File: src/rtl/halloween_show_sequencer.sv
// Show sequencer for the decoration channel bank: on a trigger it steps a 4-bit
// channel select through a chase, bounce or LFSR pattern with a programmable dwell.
module halloween_show_sequencer #(
    parameter int          DWELL_W   = 8,
    parameter logic [7:0]  LFSR_SEED = 8'hA5
) (
    input  logic               clk,
    input  logic               rst_n,
    input  logic               trigger,
    input  logic               abort,
    input  logic [1:0]         mode,
    input  logic [DWELL_W-1:0] dwell,
    input  logic [4:0]         steps,
    output logic [3:0]         sel,
    output logic               sel_valid,
    output logic               busy,
    output logic               done
);

    typedef enum logic [1:0] {
        IDLE,
        RUN,
        DONE
    } state_t;

    localparam logic [DWELL_W-1:0] DWELL_ONE = DWELL_W'(1);

    state_t             state;
    logic [1:0]         mode_l;
    logic [DWELL_W-1:0] dwell_l;
    logic [4:0]         steps_l;
    logic [DWELL_W-1:0] dwell_cnt;
    logic [4:0]         step_cnt;
    logic [7:0]         lfsr;
    logic [7:0]         lfsr_next;
    logic               dir_down;

    // x^8+x^6+x^5+x^4+1, shifting left; a nonzero seed can never reach zero
    always_comb begin
        lfsr_next = {lfsr[6:0], lfsr[7] ^ lfsr[5] ^ lfsr[4] ^ lfsr[3]};
    end

    always_ff @(posedge clk) begin
        if (!rst_n) begin
            state     <= IDLE;
            sel       <= 4'd0;
            sel_valid <= 1'b0;
            busy      <= 1'b0;
            done      <= 1'b0;
            mode_l    <= 2'b00;
            dwell_l   <= DWELL_ONE;
            steps_l   <= 5'd16;
            dwell_cnt <= '0;
            step_cnt  <= 5'd0;
            lfsr      <= LFSR_SEED;
            dir_down  <= 1'b0;
        end else begin
            case (state)
                IDLE: begin
                    sel_valid <= 1'b0;
                    busy      <= 1'b0;
                    done      <= 1'b0;
                    if (trigger) begin
                        state     <= RUN;
                        sel_valid <= 1'b1;
                        busy      <= 1'b1;
                        mode_l    <= mode;
                        dwell_l   <= (dwell == '0) ? DWELL_ONE : dwell;
                        steps_l   <= (steps == 5'd0) ? 5'd16 : steps;
                        dwell_cnt <= '0;
                        step_cnt  <= 5'd0;
                        dir_down  <= 1'b0;
                        case (mode)
                            2'b00:   sel <= 4'd0;
                            2'b01:   sel <= 4'd15;
                            2'b10:   sel <= 4'd0;
                            default: begin
                                sel  <= lfsr_next[3:0];
                                lfsr <= lfsr_next;
                            end
                        endcase
                    end
                end

                RUN: begin
                    // abort wins over a step event landing in the same cycle
                    if (abort) begin
                        state     <= IDLE;
                        sel_valid <= 1'b0;
                        busy      <= 1'b0;
                    end else if (dwell_cnt == dwell_l - DWELL_ONE) begin
                        dwell_cnt <= '0;
                        if (step_cnt == steps_l - 5'd1) begin
                            state     <= DONE;
                            sel_valid <= 1'b0;
                            done      <= 1'b1;
                        end else begin
                            step_cnt <= step_cnt + 5'd1;
                            case (mode_l)
                                2'b00:   sel <= sel + 4'd1;
                                2'b01:   sel <= sel - 4'd1;
                                2'b10: begin
                                    if (!dir_down) begin
                                        if (sel == 4'd15) begin
                                            sel      <= 4'd14;
                                            dir_down <= 1'b1;
                                        end else begin
                                            sel <= sel + 4'd1;
                                        end
                                    end else begin
                                        if (sel == 4'd0) begin
                                            sel      <= 4'd1;
                                            dir_down <= 1'b0;
                                        end else begin
                                            sel <= sel - 4'd1;
                                        end
                                    end
                                end
                                default: begin
                                    sel  <= lfsr_next[3:0];
                                    lfsr <= lfsr_next;
                                end
                            endcase
                        end
                    end else begin
                        dwell_cnt <= dwell_cnt + DWELL_ONE;
                    end
                end

                DONE: begin
                    state <= IDLE;
                    done  <= 1'b0;
                    busy  <= 1'b0;
                end

                default: begin
                    state     <= IDLE;
                    sel_valid <= 1'b0;
                    busy      <= 1'b0;
                    done      <= 1'b0;
                end
            endcase
        end
    end

endmodule

File: config.mk
export PLATFORM = sky130hd
export DESIGN_NAME = halloween_show_sequencer
export DESIGN_NICKNAME = d
export VERILOG_FILES = /design/src/rtl/halloween_show_sequencer.sv
export SDC_FILE = /design/constraint.sdc
export NUM_CORES = 1
export LEC_CHECK = 0
export BUFFER_PORTS_ARGS = -buffer_cell sky130_fd_sc_hd__buf_4
export CORE_UTILIZATION = 63
export DETAILED_ROUTE_END_ITERATION = 7
export GPL_TIMING_DRIVEN = 0
export PLACE_DENSITY = 0.83
export SLEW_MARGIN = 20
export SYNTH_ARGS = -nofsm -noshare
export SYNTH_HDL_FRONTEND = slang
export SYNTH_SLANG_ARGS = --single-unit
File: constraint.sdc
create_clock -name clk -period 6.15 [get_ports clk]
set_clock_uncertainty 0.05 [all_clocks]
set_input_delay 0.3075 -clock clk [delete_from_list [all_inputs] [get_ports clk]]
set_output_delay 0.3075 -clock clk [all_outputs]
set_load 0.1 [all_outputs]
# ---- Yosys cells after proc, flatten, opt, wreduce, memory -nomap -nowiden
# Cells that the tools add are included.
dict set report totals {
  ff_bits 46
  out_inout_bits 7
}
dict set report classes {
  addsub 6
  eq_ne 19
  mux 49
  n_bitwise 5
  reduce_logical 19
}
# cell n
set op_table {}
lappend op_table {{$mux W8} 10}
lappend op_table {{$pmux W8 S2} 2}
lappend op_table {{$mux W4} 7}
lappend op_table {{$mux W5} 5}
lappend op_table {{$pmux W4 S2} 2}
lappend op_table {{$ne A2 B2 Y1 const B} 7}
lappend op_table {{$mux W1} 13}
lappend op_table {{$pmux W4 S3} 1}
lappend op_table {{$reduce_and A3 Y1} 4}
lappend op_table {{$pmux W5 S2} 1}
lappend op_table {{$add A8 B1 Y8 const B} 1}
lappend op_table {{$eq A8 B8 Y1} 1}
lappend op_table {{$logic_not A8 Y1} 1}
lappend op_table {{$mux W2} 4}
lappend op_table {{$sub A8 B1 Y8 const B} 1}
lappend op_table {{$reduce_and A7 Y1} 1}
lappend op_table {{$eq A2 B1 Y1 const B} 3}
lappend op_table {{$eq A2 B2 Y1 const B} 3}
lappend op_table {{$logic_not A2 Y1} 3}
lappend op_table {{$ne A3 B3 Y1 const B} 2}
lappend op_table {{$reduce_and A6 Y1} 1}
lappend op_table {{$reduce_or A3 Y1} 2}
lappend op_table {{$add A5 B1 Y5 const B} 1}
lappend op_table {{$eq A5 B5 Y1} 1}
lappend op_table {{other kinds (16)} 21}

# ---- Depth between registers and ports, before layout
# Gate-level depths: netlist (run 1).
dict set report logic_depth {
  word_depth 8
  depth_mapped 10
  mapped_depth_nobuf 9
}

# ---- Worst setup path before layout (run 1)
# Ideal clock, no wire load.
dict set report synth_path {
  kind {register -> register}
  from {register sel[0]}
  to {register sel[1]}
  arrival_time_ns 2.307
  slack_ns 3.720
  path_stages_with_launch 6
  n_path_buf 0
  cell_sequence {dfxtp_1 > inv_1 > ha_1 > or4_1 > a31o_2 > mux2i_1}
}
dict set report synth_between {
  elab_chain_cells 8
}
# element line
set synth_rtl {}
lappend synth_rtl {{start, declared} 14} ;# output logic [3:0] sel,
lappend synth_rtl {{start signal, assigned} 78} ;# sel <= lfsr_next[3:0];
lappend synth_rtl {{start signal, assigned} 100} ;# 2'b00: sel <= sel + 4'd1;
lappend synth_rtl {{start signal, assigned} 101} ;# 2'b01: sel <= sel - 4'd1;
lappend synth_rtl {{$add A4 B1 Y4 (tied with other cells)} {100, 108}}
lappend synth_rtl {{$mux W4 (on tied branches)} {104, 111}}
lappend synth_rtl {{$mux W4} 103} ;# if (!dir_down) begin
lappend synth_rtl {{$pmux W4 S3 (*)} 99} ;# case (mode_l)
lappend synth_rtl {{$mux W4 (*)} 93} ;# if (step_cnt == steps_l - 5'd1) begin
lappend synth_rtl {{$mux W4 (*)} 91} ;# end else if (dwell_cnt == dwell_l - DWELL_ONE) begin
lappend synth_rtl {{$mux W4 (*)} 87} ;# if (abort) begin
lappend synth_rtl {{$pmux W4 S2 (*)} 58} ;# case (state)
# Every way passes the cells marked *; elsewhere a longest branch is shown, timed or not. The select of a mux whose other input is x is not followed.
# A chain may end at the register's enable or synchronous reset.

# ---- Worst setup path after layout (run 1)
dict set report layout_path {
  from {register steps_l[0]}
  to {register lfsr[5]}
}
dict set report layout_between {
  elab_chain_cells 4
}
# element line
set layout_rtl {}
lappend layout_rtl {{start, declared} 31} ;# logic [4:0] steps_l;
lappend layout_rtl {{start signal, assigned} 69} ;# steps_l <= (steps == 5'd0) ? 5'd16 : steps;
lappend layout_rtl {{$sub A5 B1 Y5} 93}
lappend layout_rtl {{$eq A5 B5 Y1} 93}
lappend layout_rtl {{$ne A2 B2 Y1 (no source line)} n/a}
lappend layout_rtl {{$reduce_and A7 Y1 (no source line)} n/a}
lappend layout_rtl {{end signal, assigned} 79} ;# lfsr <= lfsr_next;
lappend layout_rtl {{end signal, assigned} 121} ;# lfsr <= lfsr_next;
lappend layout_rtl {{end, declared} 34} ;# logic [7:0] lfsr;
# Every way passes these cells.

==> out/results.tsv, run 1 <==
stage	metric	value	unit
clock_tree	post-CTS setup buffers	0	
die	Core ar.	3800	um^2
power_and_ir_drop	LEAKAGE	1.11	nW
synth	synth top area cells	dfxtp_1 35%, nand2_1 8.2%, a21oi_1 5.0%, xnor2_1 4.4%, xor2_1 4.0%	
synth	mux contribution to synthesized area	0.0346	
power_and_ir_drop	sw power	0.000275	W
run	max-cap violations	0	
synth	register area share after synthesis	0.354	
detailed_routing	final WL	5770	um
sta	RSZ-0062 raised after global routing	no	
worst_hold_path	Min-Delay Path Class	in2reg	
clock_tree	post-CTS sizing	0	
synth	Synth Area in Compound Gates	0.181	
final_layout	Final nets	382	
synth	Post-synth EDFFs	0	
final_layout	Area growth syn-to-layout	12.7	%
die	Die Width	66.3	um
synth	top_reg_cell synth	dfxtp_1	
detailed_routing	Detail Route Antenna Nets	0	
clock_tree	TritonCTS clock tree	built	
synth	share of the synthesized area in the top cell type	0.354	
power_and_ir_drop	switching share of power	0.362	
global_route	total gr overflow	0	
detailed_routing	Avg Vias per Cell	5.87	
global_route	global-route wire length before repair	9580	um
clock_tree	clk buf depth	2	
die	total number of placement rows	22	
final_layout	fraction of layout cells with a size suffix above 1	0.131	
global_route	GRT Total Usage	0.284	
worst_setup_path	CP Data Arrival Time	2.84	ns
sta	Setup violations, final	0	
die	die area	4390	um^2
synth	XOR/XNOR share of the synthesized area	0.0841	
final_layout	commonest non-fill, non-tap cell in the layout	nand2_1	
final_layout	Sequential Area	921	um^2
sta	Worst slew margin	0.489	
clock_tree	Clock Sinks	46	
sta	TNS Setup	0	ns
worst_setup_path	Worst Setup End Kind	flip-flop	
power_and_ir_drop	maximum vdd drop	0.000185	V
worst_setup_path	Crit Path Category	reg2reg	
status	status	finished, final reports clean	
synth	largest family of logic cells by synthesized area	simple AND/OR/NAND/NOR gates	
clock_tree	hold bufs inserted after CTS	0	
worst_setup_path	Critical Path RT	6.27	ns
sta	fmax	368	MHz
final_layout	ANT cells	0	
final_layout	area of the multi-input gates	1560	um^2
synth	Syn Inst Count	326	
sta	Tcrit/Tclk final	0.441	
global_route	antenna violations before repair	0	
synth	Yosys cell types	53	
sta	Tmin final	2.71	ns
worst_setup_path	CP Launch Type	flip-flop	
detailed_routing	first drt pass iteration count	5	
synth	Synth async-reset ratio	0	
synth	Post-Synthesis Cell Area	2600	um^2
clock_tree	cts bufs inserted	5	
die	initial core utilization	0.685	
synth	Synth Area in Simple Gates	0.273	
power_and_ir_drop	Clk network pwr share	0.243	
clock_tree	Worst-path clk slew	0.09	ns
final_layout	commonest cells after routing, fill and taps aside	57 x nand2_1, 46 x dfxtp_1, 26 x a21oi_1, 26 x nor2_1, 24 x buf_4	
power_and_ir_drop	total power	0.000758	W
final_layout	filler instances	313	
placement	Port Buffers	24	
synth	adder and majority cell fraction of the synthesized area	0.0288	
synth	Synth Net Count	351	
global_route	largest net degree at the start of global routing	16	
placement	HPWL after DPL	4240	um
die	die height	66.3	um
clock_tree	CTS root buf	clkbuf_8	
sta	Hold Vio Cnt, Final	0	
clock_tree	worst skew pair latency	0.30	ns
clock_tree	# H-tree levels	2	
synth	count of state elements after synthesis	46	
placement	Placer Congestion	0.837	
power_and_ir_drop	Power Density	259	nW/um^2
detailed_routing	initial drt markers	101	
power_and_ir_drop	sequential share of power	0.451	
sta	final-report max-slew violation count	0	
detailed_routing	Vias	2385	
synth	yosys warns	0	
die	I/O pin total	26	
worst_setup_path	highest fanout seen on the critical path	10	
global_route	vias in the first global route	2204	
synth	synthesized area per cell	7.98	um^2
detailed_routing	routed len/inst	14.2	um
power_and_ir_drop	combinational share of power	0.306	
detailed_routing	Residual DRC	0	
power_and_ir_drop	Int Pwr	0.000483	W
sta	Slew @ Worst Pin	0.760	ns
synth	largest area contributor in the netlist	dfxtp_1	
power by group through the flow:
stage                     registers (W)  clock network, W  logic [W]
after global routing           0.000346          0.000198   0.000252
after global placement         0.000348                 0   0.000224
after floorplan                0.000382                 0   0.000142
after CTS                      0.000342          0.000187   0.000230
final                          0.000342          0.000184   0.000232
after detailed placement       0.000349                 0   0.000229
registers in the layout (all words and copies together) (netlist names):
signal     flops
sel_valid      1
state          2
done           1
steps_l        5
lfsr           8
busy           1
sel            4
dir_down       1
mode_l         2
step_cnt       5
dwell_cnt      8
dwell_l        8
metal layers:
layer / part of all wire / GRT usage / vias to the layer above / wire [um]
li1: - / - / 1213 / -
met1: 0.46 / 0.356 / 1091 / 2660
met2: 0.48 / 0.495 / 74 / 2770
met3: 0.049 / 0.0466 / 7 / 282
met4: 0.0095 / 0.0878 / 0 / 55
met5: 0 / 0 / - / 0
cell usage after synthesis (all sizes together) (3+ instances only):
master  number
nand3       11
or4          4
nor3b        3
clkbuf      11
xnor2       13
nand2       57
o31ai        4
dfxtp       46
nand2b       5
inv         11
a31o         3
nor4         3
nor2b        3
mux2i        9
o21ai       13
xor2        12
o211ai       6
nor3         9
a21oi       28
nand4        7
buf          6
ha           6
nor2        26
kinds of logic after synthesis:
group	after synthesis
muxes	9
xor gates and xnor gates	25
AOI/OAI and AO/OA	72
adders and majority gates	6
DFF	46
and+or+nand+nor	140
buffers and inverters	28
critical path: stages (launching register included):
cell       delay [ns]
dfxtp_1          0.41
inv_1            0.06
ha_1             0.25
xnor2_1          0.16
a221oi_1         0.10
o2111ai_1        0.63
o221ai_1         0.22
a21oi_2          0.28
buf_6            0.18
mux2i_1          0.18
nand2_1          0.07
metrics by stage:
step / area [um^2] / hold WS [ns] / instances / setup slack [ns] / utilization
global placement: 2840 / 0.410 / 398 / 3.52 / 0.748
floorplan: 2600 / 0.386 / 326 / 3.72 / -
detailed placement: 2840 / 0.416 / 398 / 3.47 / 0.748
finish: 2930 / 0.212 / 406 / 3.44 / 0.772
global route: 2930 / 0.205 / 406 / 3.19 / 0.772
CTS: 2930 / 0.206 / 406 / 3.44 / 0.772
final cells by class:
class,count,area share
Inverter,11,0.0141
Tap cell,48,0.0205
Multi-Input combinational cell,252,0.533
Timing Repair Buffer,24,0.0614
Buffer,17,0.0260
Sequential cell,46,0.314
Clock buffer,5,0.0235
Clock inverter,3,0.00725
final timing paths:
path                                              start                       to  slack [ns]  depth (start not counted)
worst max-delay path            steps_l[0]$_SDFFE_PN0P_     lfsr[5]$_SDFFE_PN1P_        3.44                         10
worst min-delay path                           dwell[3]  dwell_l[3]$_SDFFE_PN0P_        0.21                          3
worst max register to register  steps_l[0]$_SDFFE_PN0P_     lfsr[5]$_SDFFE_PN1P_        3.44                         10
worst min register to register     lfsr[6]$_SDFFE_PN0P_     lfsr[6]$_SDFFE_PN0P_        0.42                          2
Note: power is estimated with default switching activity, not from simulation.
==> inputs of run 2 (changes only) <==
- CORE_UTILIZATION: 63 -> 59
- PLACE_DENSITY: 0.83 -> 0.79
- clock period: 6.15 -> 2.56 ns (I/O delays scaled with it)
==> run 2 against run 1 <==
  * Final area up 3.1%
  * Sequential share of layout area decreased by 0.87 points
  * Fmax grew 11%
  * Wire length grew 2.4%
  * Non-clock buffer count grew 4
  * Core utilization decreased by 3.7 points
  * Setup slack got worse by 3.3 ns
  * Hold slack worse by 0.18 ns
  * Largest cell class unchanged
  * Critical endpoint is now step_cnt[1]$_SDFFE_PN0P_
==> out/results.tsv, run 2 (same netlist as run 1, synthesis figures left out) <==
stage	metric	value	unit	change
sta	worst setup slack after layout	0.119	ns	-3.32 ns
die	I/O pin total	26		unchanged
clock_tree	hold bufs inserted after CTS	0		unchanged
final_layout	Final Util	0.735		-0.0372
run	max-cap violations	0		unchanged
status	status	finished, final reports clean		
detailed_routing	Detail Route Antenna Nets	0		unchanged
global_route	global-route wire length before repair	9670	um	+1.0%
sta	Setup violations, final	0		unchanged
detailed_routing	routed len/inst	14.3	um	+0.92%
placement	Placer Congestion	0.824		-1.6%
detailed_routing	Avg Vias per Cell	5.90		+0.40%
clock_tree	clk buf depth	2		unchanged
placement	pre-CTS setup slack	-0.115	ns	-3.59 ns
clock_tree	Worst-path clk slew	0.09	ns	about the same
sta	Tmin final	2.44	ns	-0.273 ns
worst_setup_path	Crit Path Category	reg2reg		
detailed_routing	Residual DRC	0		unchanged
global_route	GRT Total Usage	0.279		-0.00553
global_route	vias in the first global route	2165		-1.8%
placement	Area after DPL	2850	um^2	about the same
power_and_ir_drop	total power	0.00194	W	+160%
die	Die Width	68.4	um	+3.2%
clock_tree	# H-tree levels	2		unchanged
clock_tree	cts bufs inserted	5		unchanged
worst_setup_path	Critical Path RT	2.71	ns	-3.56 ns
power_and_ir_drop	LEAKAGE	1.14	nW	+3.1%
detailed_routing	initial drt markers	138		+37%
sta	Tcrit/Tclk final	0.954		+0.512
global_route	largest net degree at the start of global routing	15		-1
sta	RSZ-0062 raised after global routing	no		
worst_hold_path	Min-Delay Path Class	in2reg		
placement	Port Buffers	24		unchanged
final_layout	commonest non-fill, non-tap cell in the layout	nand2_1		
worst_setup_path	Worst Setup End Kind	flip-flop		
power_and_ir_drop	Power Density	641	nW/um^2	+150%
sta	Hold Vio Cnt, Final	0		unchanged
sta	Slew @ Worst Pin	0.825	ns	+0.0653 ns
sta	fmax	410	MHz	+11%
die	die height	68.4	um	+3.2%
final_layout	fraction of layout cells with a size suffix above 1	0.160		+0.0289
power_and_ir_drop	maximum vdd drop	0.000424	V	+130%
global_route	antenna violations before repair	0		unchanged
worst_setup_path	CP Launch Type	flip-flop		
detailed_routing	final WL	5910	um	+2.4%
detailed_routing	first drt pass iteration count	4		-1
die	die area	4680	um^2	+6.6%
die	Core ar.	4120	um^2	+8.3%
die	total number of placement rows	23		+4.5%
clock_tree	worst skew pair latency	0.30	ns	about the same
final_layout	Regs by FF count	dwell_cnt: 8 flops, dwell_l: 8 flops, lfsr: 8 flops		
placement	HPWL after DPL	4250	um	+0.22%
sta	final-report max-slew violation count	0		unchanged
final_layout	post-route cell area	3020	um^2	+3.1%
sta	Worst slew margin	0.446		-0.0439
worst_setup_path	CP Data Arrival Time	2.59	ns	-0.25 ns
clock_tree	TritonCTS clock tree	built		
final_layout	Area growth syn-to-layout	16.2	%	
final_layout	commonest cells after routing, fill and taps aside	57 x nand2_1, 44 x dfxtp_1, 28 x buf_4		
worst_setup_path	highest fanout seen on the critical path	9		-1
clock_tree	CTS root buf	clkbuf_8		
final_layout	ANT cells	0		unchanged
final_layout	Final nets	386		+1.0%
global_route	total gr overflow	0		unchanged
detailed_routing	Vias	2430		+1.9%
clock_tree	Clock Sinks	46		unchanged
die	initial core utilization	0.632		-0.0527
run 2: cell types whose count changed in the layout (fill, tap and decap cells not counted), sizes merged:
cell / previous run / this run
bufinv: 0 / 1
clkinv: 2 / 0
buf: 30 / 34
clkbuf: 16 / 17
run 2: cell type report:
type | instances | area (um^2)
multi-input combinational | 252 | 1600
fill | 330 | 1090
sequential | 46 | 923
timing repair buffer | 28 | 210
buffer | 17 | 77.6
clock buffer | 6 | 72.6
tap | 50 | 62.6
inverter | 11 | 41.3
clock inverter | 2 | 37.5
run 2: layer usage:
layer	vias to the layer above	wire length, um	GRT usage
met5	-	0	0
met4	0	80	0.112
met3	10	237	0.0467
met2	58	2770	0.471
met1	1137	2820	0.349
li1	1225	-	-
run 2: timing repair:
| item | CTS | global route |
|---|---|---|
| resized for setup | 1 | 9 |
| buffers inserted | 1 | 3 |
| pin swaps | 1 | 3 |
| endpoints found under the setup margin | 7 | 16 |
run 2: worst paths after layout:
check / endpoint / start / depth (start not counted) / slack, ns
hold / removal: steps_l[0]$_SDFFE_PN0P_ / steps[0] / 3 / 0.03
hold reg to reg: lfsr[6]$_SDFFE_PN0P_ / lfsr[6]$_SDFFE_PN0P_ / 2 / 0.42
setup reg to reg: step_cnt[1]$_SDFFE_PN0P_ / dwell_l[1]$_SDFFE_PN0P_ / 10 / 0.12
setup / recovery: step_cnt[1]$_SDFFE_PN0P_ / dwell_l[1]$_SDFFE_PN0P_ / 10 / 0.12
run 2: critical path: stages, from the launching register on:
cell,delay (ns)
dfxtp_1,0.41
inv_1,0.08
ha_1,0.23
and2_1,0.20
o21a_1,0.22
o31ai_4,0.20
o211a_4,0.22
nand3_4,0.12
and2_1,0.20
buf_2,0.17
a31o_2,0.25
run 2: through the flow:
step | hold slack (ns) | instances | setup TNS [ns]
CTS | 0.0270 | 409 | 0
finish | 0.0299 | 412 | 0
detailed placement | 0.347 | 400 | -0.217
floorplan | 0.214 | 326 | 0
global route | 0.0394 | 412 | 0
global placement | 0.341 | 400 | -0.168
run 2: power breakdown:
group | leakage [nW] | total (W) | internal [W] | switching (W)
sequential | 0.376 | 0.000825 | 0.000766 | 0.0000592
clock | 0.0514 | 0.000537 | 0.000291 | 0.000246
combinational | 0.716 | 0.000576 | 0.000217 | 0.000359
total | 1.14 | 0.00194 | 0.00127 | 0.000664
